File: src/rtl/sha256_msg_schedule.sv
// sha256_msg_schedule: SHA-256 message schedule; loads 16 words, then streams W[0..63] one per w_next.
// Optional: define SHA256_MSG_SCHED_ERR_EN to add the sticky protocol-error output err.
module sha256_msg_schedule (
    input  logic        clk,
    input  logic        n_rst,
    input  logic        clear,
    input  logic        word_valid,
    input  logic [31:0] word_in,
    output logic        word_ready,
    input  logic        w_next,
    output logic [31:0] w_out,
    output logic        w_valid,
    output logic [5:0]  w_index,
`ifdef SHA256_MSG_SCHED_ERR_EN
    output logic        err,
`endif
    output logic        block_done
);
    typedef enum logic [1:0] {IDLE, LOAD, EXPAND} state_t;

    state_t      state, state_nx;
    logic [5:0]  cnt;
    logic [31:0] win [16];
    logic        xfer, step, last;
    logic [31:0] w_new;

    function automatic logic [31:0] sig0(input logic [31:0] x);
        return {x[6:0], x[31:7]} ^ {x[17:0], x[31:18]} ^ {3'b0, x[31:3]};
    endfunction

    function automatic logic [31:0] sig1(input logic [31:0] x);
        return {x[16:0], x[31:17]} ^ {x[18:0], x[31:19]} ^ {10'b0, x[31:10]};
    endfunction

    assign xfer       = word_valid && word_ready;
    assign step       = w_next && state == EXPAND;
    assign last       = cnt == 6'd63;
    assign word_ready = state != EXPAND;
    assign w_valid    = state == EXPAND;
    assign w_out      = win[0];
    assign w_index    = cnt;
    // win[0] holds W[t], so win[k] is W[t+k]
    assign w_new      = sig1(win[14]) + win[9] + sig0(win[1]) + win[0];

    always_ff @(posedge clk or negedge n_rst)
        if (!n_rst) state <= IDLE;
        else state <= state_nx;

    always_comb begin
        state_nx = state;
        if (clear) state_nx = IDLE;
        else if (xfer) state_nx = (cnt == 6'd15) ? EXPAND : LOAD;
        else if (step && last) state_nx = IDLE;
    end

    always_ff @(posedge clk or negedge n_rst) begin
        if (!n_rst) begin
            cnt        <= '0;
            win        <= '{default: '0};
            block_done <= 1'b0;
        end else if (clear) begin
            cnt        <= '0;
            win        <= '{default: '0};
            block_done <= 1'b0;
        end else begin
            block_done <= step && last;
            if (xfer) begin
                win[cnt[3:0]] <= word_in;
                cnt           <= (cnt == 6'd15) ? 6'd0 : cnt + 6'd1;
            end else if (step) begin
                for (int i = 0; i < 15; i++) win[i] <= win[i+1];
                win[15] <= w_new;
                cnt     <= last ? 6'd0 : cnt + 6'd1;
            end
        end
    end

`ifdef SHA256_MSG_SCHED_ERR_EN
    always_ff @(posedge clk or negedge n_rst)
        if (!n_rst) err <= 1'b0;
        else if (clear) err <= 1'b0;
        else if ((w_next && !w_valid) || (word_valid && state == EXPAND)) err <= 1'b1;
`endif
endmodule
File: config.mk
export PLATFORM = sky130hd
export DESIGN_NAME = sha256_msg_schedule
export DESIGN_NICKNAME = d
export VERILOG_FILES = /design/src/rtl/sha256_msg_schedule.sv
export SDC_FILE = /design/constraint.sdc
export NUM_CORES = 1
export LEC_CHECK = 0
export CAP_MARGIN = 40
export CORE_MARGIN = 5
export CORE_UTILIZATION = 35
export DETAILED_ROUTE_END_ITERATION = 16
export SYNTH_ARGS = -nofsm -noshare
export SYNTH_HDL_FRONTEND = slang
export SYNTH_SLANG_ARGS = --single-unit
File: constraint.sdc
create_clock -name clk -period 10 [get_ports clk]
set_input_delay 2 -clock clk [delete_from_list [all_inputs] [get_ports clk]]
set_output_delay 2 -clock clk [all_outputs]
set_load 0.1 [all_outputs]
==> results.md <==
- The endpoint type of the worst setup path is a register.
- The cell with the most instances on the worst path is sky130_fd_sc_hd__fa_1.
- No sink is reached through more buffers than the 3 on the longest clock path.
- The post-layout minimum cycle time is 4.95 ns.
- The count of TritonRoute iterations in the first routing pass is 8.
- The count of final max-slew check failures is 0.
- Entering global routing, the biggest net connects 214 pins.
- Walking the worst path, the cells encountered are xor2_1 -> xnor2_1 -> fa_1 -> fa_1 -> inv_1 -> ha_1 -> inv_1 -> fa_1 -> nor2b_1 -> o31ai_1 -> a211oi_1 -> nand4b_1 -> a21oi_1 -> nor4_1 -> nor4_1 -> a311oi_1.
- After the first detailed-routing iteration, the DRC count stood at 2435.
- For this design the top-level I/O count stands at 78.
- The final standard cell utilization of the core is 0.398.
- The maximum fanout encountered on the critical timing path is 5.
- The count of buffers added on input and output ports is 77.
- The number of synthesized flops with an enable pin is 0.
- The class of the tightest hold or removal check is register to register.
- The setup path with the least slack is of type register to register.
- On the worst path, the slowest cell contributes a delay of 0.61 ns.
- In the layout the commonest cells are sky130_fd_sc_hd__a21oi_1, sky130_fd_sc_hd__nor2_1, sky130_fd_sc_hd__dfrtp_1, sky130_fd_sc_hd__a22oi_1, sky130_fd_sc_hd__inv_1.
- The vertical die dimension is 295 um.
- The number of vias per cell after detailed routing is 5.61.
- For this design the static power due to leakage is 13.3 nW.
- The area of combinational cells with multiple inputs is 0.0133 mm^2.
- At the end of routability-driven placement, the weighted congestion stood at 0.970.
- Detailed placement finished with a half-perimeter wire length of 61200 um.
- In the final timing run, aggregate negative setup slack is 0 ns.
- The worst ir drop on vdd is 229 uV.
- The most used flip-flop cell after synthesis is sky130_fd_sc_hd__dfrtp_1.
- For the worst-skew pair, the clock arrives at the later sink with an insertion delay of 0.62 ns.
- For this run, the number of Yosys warnings is 0.
- Clock skew on the completed layout was measured at 0.0252 ns.
- For this run, the register share of the synthesized area comes to 0.460.
- After global routing the overflow that remains totals 0.
- Synthesis inferred 521 register bits.
- Of the available clock period, the critical path in the final layout requires 0.495.
- The net count of the finished layout is 3114.
- The flow ran to the end, and the final reports show no timing, DRC or antenna violations.
- The cell with the largest stage delay on the worst path is sky130_fd_sc_hd__a211oi_1.
- The clock transition at the register clock pins on the worst setup and hold paths after CTS is 0.07 ns.
- The average cell area after synthesis is 9.03 um^2.
- Based on the critical path, the design can be clocked at up to 0.202 GHz.
- Dividing total power by cell area gives a power density of 316 mW/mm^2.
- The worst setup path is launched from a register.
- The required time of the worst setup path is 10.52 ns.
- Counting flops with an async set or reset pin after synthesis yields a share of 1.00.
- Across every metal layer, demand over resource in global routing totals 0.203.
- The die covers 0.0868 mm^2.
- 0 antenna diodes ended up in the layout.
- The filler cells instantiated in the layout total 7948.
- TritonCTS built the clock tree.
- The total clock buffers created by CTS is 55.
- The max-capacitance violation count is 0.
- The fraction of final layout cells with drive strength greater than 1 is 0.0751.
- Summing every instance area after synthesis gives 0.0283 mm^2.
- In this run the clock root is driven by a sky130_fd_sc_hd__clkbuf_16.
- Counting every sink on the clock net gives 521.
- After clock tree synthesis, the flow added hold-fix buffers numbering 0.
- The number of hold violations in the final report was 0.
- Setup violations remaining at the end of the flow were counted as 0.
- The detailed-route wire length per cell is 22.2 um.
- The post-synthesis cell type count is 65.
- For this configuration, the core starts out at a cell density of 0.352.
- The worst max-slew margin expressed relative to the limit is 0.267.
- After detailed routing, the number of remaining DRC violations is 0.
- The first-pass GRT wire length is 138000 um.
- Detailed routing inserted a total of 22922 vias.
- The die span in x is 295 um.
- The actual slew at the worst max-slew pin is 1.10 ns.
- The number of gates resized after CTS is 0.
- The number of global-route vias before repair came to 21817.
- The remaining number of nets flagged by the antenna check after routing is 0.
- In this run the number of H-tree levels came out at 2.
- After floorplanning, the core was sized to cover 0.0804 mm^2.
- The count of mapped cells out of synthesis is 3140.
- Data on the critical path arrives at its endpoint at 5.47 ns.
- The commonest non-fill, non-tap cell in the layout is sky130_fd_sc_hd__a21oi_1.
- Compared with the post-synthesis result, the final layout area differs by 12.8%.
- The aggregate routed wire length is 90600 um.
- The storage element area is 0.0130 mm^2.
- The floorplan has 104 rows.
- The total nets after synthesis is 3274.
- The post-CTS setup buffer count is 0.
- Setup repair after global routing left no endpoint under its margin.
- The initial antenna violation count was 1.
cell type report:
type,instances,share of cell area
Sequential cell,521,0.408
Clock buffer,77,0.0506
Inverter,134,0.0157
Clock inverter,24,0.00751
Tap cell,1060,0.0415
Timing Repair Buffer,174,0.0619
Multi-Input combinational cell,2094,0.415
cell usage after synthesis, types with 19 or more instances:
cell type | number | area, um^2
sky130_fd_sc_hd__a21oi_1 | 551 | 2760
sky130_fd_sc_hd__nor2_1 | 544 | 2040
sky130_fd_sc_hd__dfrtp_1 | 521 | 13000
sky130_fd_sc_hd__a22oi_1 | 482 | 3620
sky130_fd_sc_hd__clkbuf_1 | 304 | 1140
sky130_fd_sc_hd__inv_1 | 133 | 499
sky130_fd_sc_hd__xnor2_1 | 85 | 744
sky130_fd_sc_hd__fa_1 | 62 | 1240
sky130_fd_sc_hd__xor2_1 | 57 | 499
sky130_fd_sc_hd__and2_1 | 41 | 257
sky130_fd_sc_hd__nand2_1 | 37 | 139
sky130_fd_sc_hd__ha_1 | 35 | 438
sky130_fd_sc_hd__buf_2 | 34 | 170
sky130_fd_sc_hd__buf_4 | 33 | 248
sky130_fd_sc_hd__nor3_1 | 24 | 120
sky130_fd_sc_hd__buf_1 | 19 | 71.3
critical path, delay by kind of cell, from the launching register on:
kind	cells	cell delay, ns
buf+inv	2	0.12
flops	1	0.57
compound gates	4	1.17
fa+ha+maj	4	1.58
simple gates	4	0.83
xor+xnor	2	0.59
metal layers:
metal / vias to the layer above / GRT usage / routed length (um)
met5: - / 0 / 58
met4: 2 / 0.0749 / 3840
met3: 170 / 0.0376 / 6710
met2: 894 / 0.316 / 41100
met1: 11314 / 0.285 / 38900
li1: 10542 / - / -
path summary, 6_finish.rpt:
check | from | endpoint | slack, ns | cells past startpoint
min in group asynchronous | n_rst | win[102] | 1.41 | 1
max | win[50] | win[29] | 5.05 | 16
max reg2reg | win[50] | win[29] | 5.05 | 16
min reg2reg | win[9] | win[9] | 0.49 | 2
max in group asynchronous | n_rst | win[108] | 7.22 | 3
min | win[9] | win[9] | 0.49 | 2
state kept, by name (all words and copies together) (netlist names):
name / count
w_out: 32
block_done: 1
w_index: 6
state: 2
win: 480
power by group:
group / switching, mW / internal (mW) / leakage (nW) / total (mW)
sequential: 0.376 / 2.47 / 6.51 / 2.85
clock: 0.900 / 1.21 / 0.921 / 2.11
combinational: 3.17 / 1.98 / 5.85 / 5.15
total: 4.44 / 5.66 / 13.3 / 10.1
kinds of logic after synthesis:
group | after synthesis | share of synthesized area
AO/OA/AOI/OAI | 1139 | 0.255
adder cells (fa/ha/maj) | 97 | 0.0592
XOR/XNOR | 143 | 0.0448
buffers and inverters | 525 | 0.0757
flip-flops | 521 | 0.460
multiplexers | 1 | 0.000353
AND/OR/NAND/NOR | 714 | 0.105
metrics by stage:
stage                     worst slack [ns]  hold WS (ns)  cell area [um^2]  power, mW  std cells
after floorplan                       5.92         0.449             28300       6.50       3140
after global placement                4.90         0.469             29300       7.85       3931
after detailed placement              5.04         0.477             30100       7.94       3983
after CTS                             5.14         0.493             32000       10.1       4084
after global routing                  4.88         0.521             32000       10.8       4084
final                                 5.05         0.491             32000       10.1       4084
No activity file was read; power rests on OpenSTA's default activity.
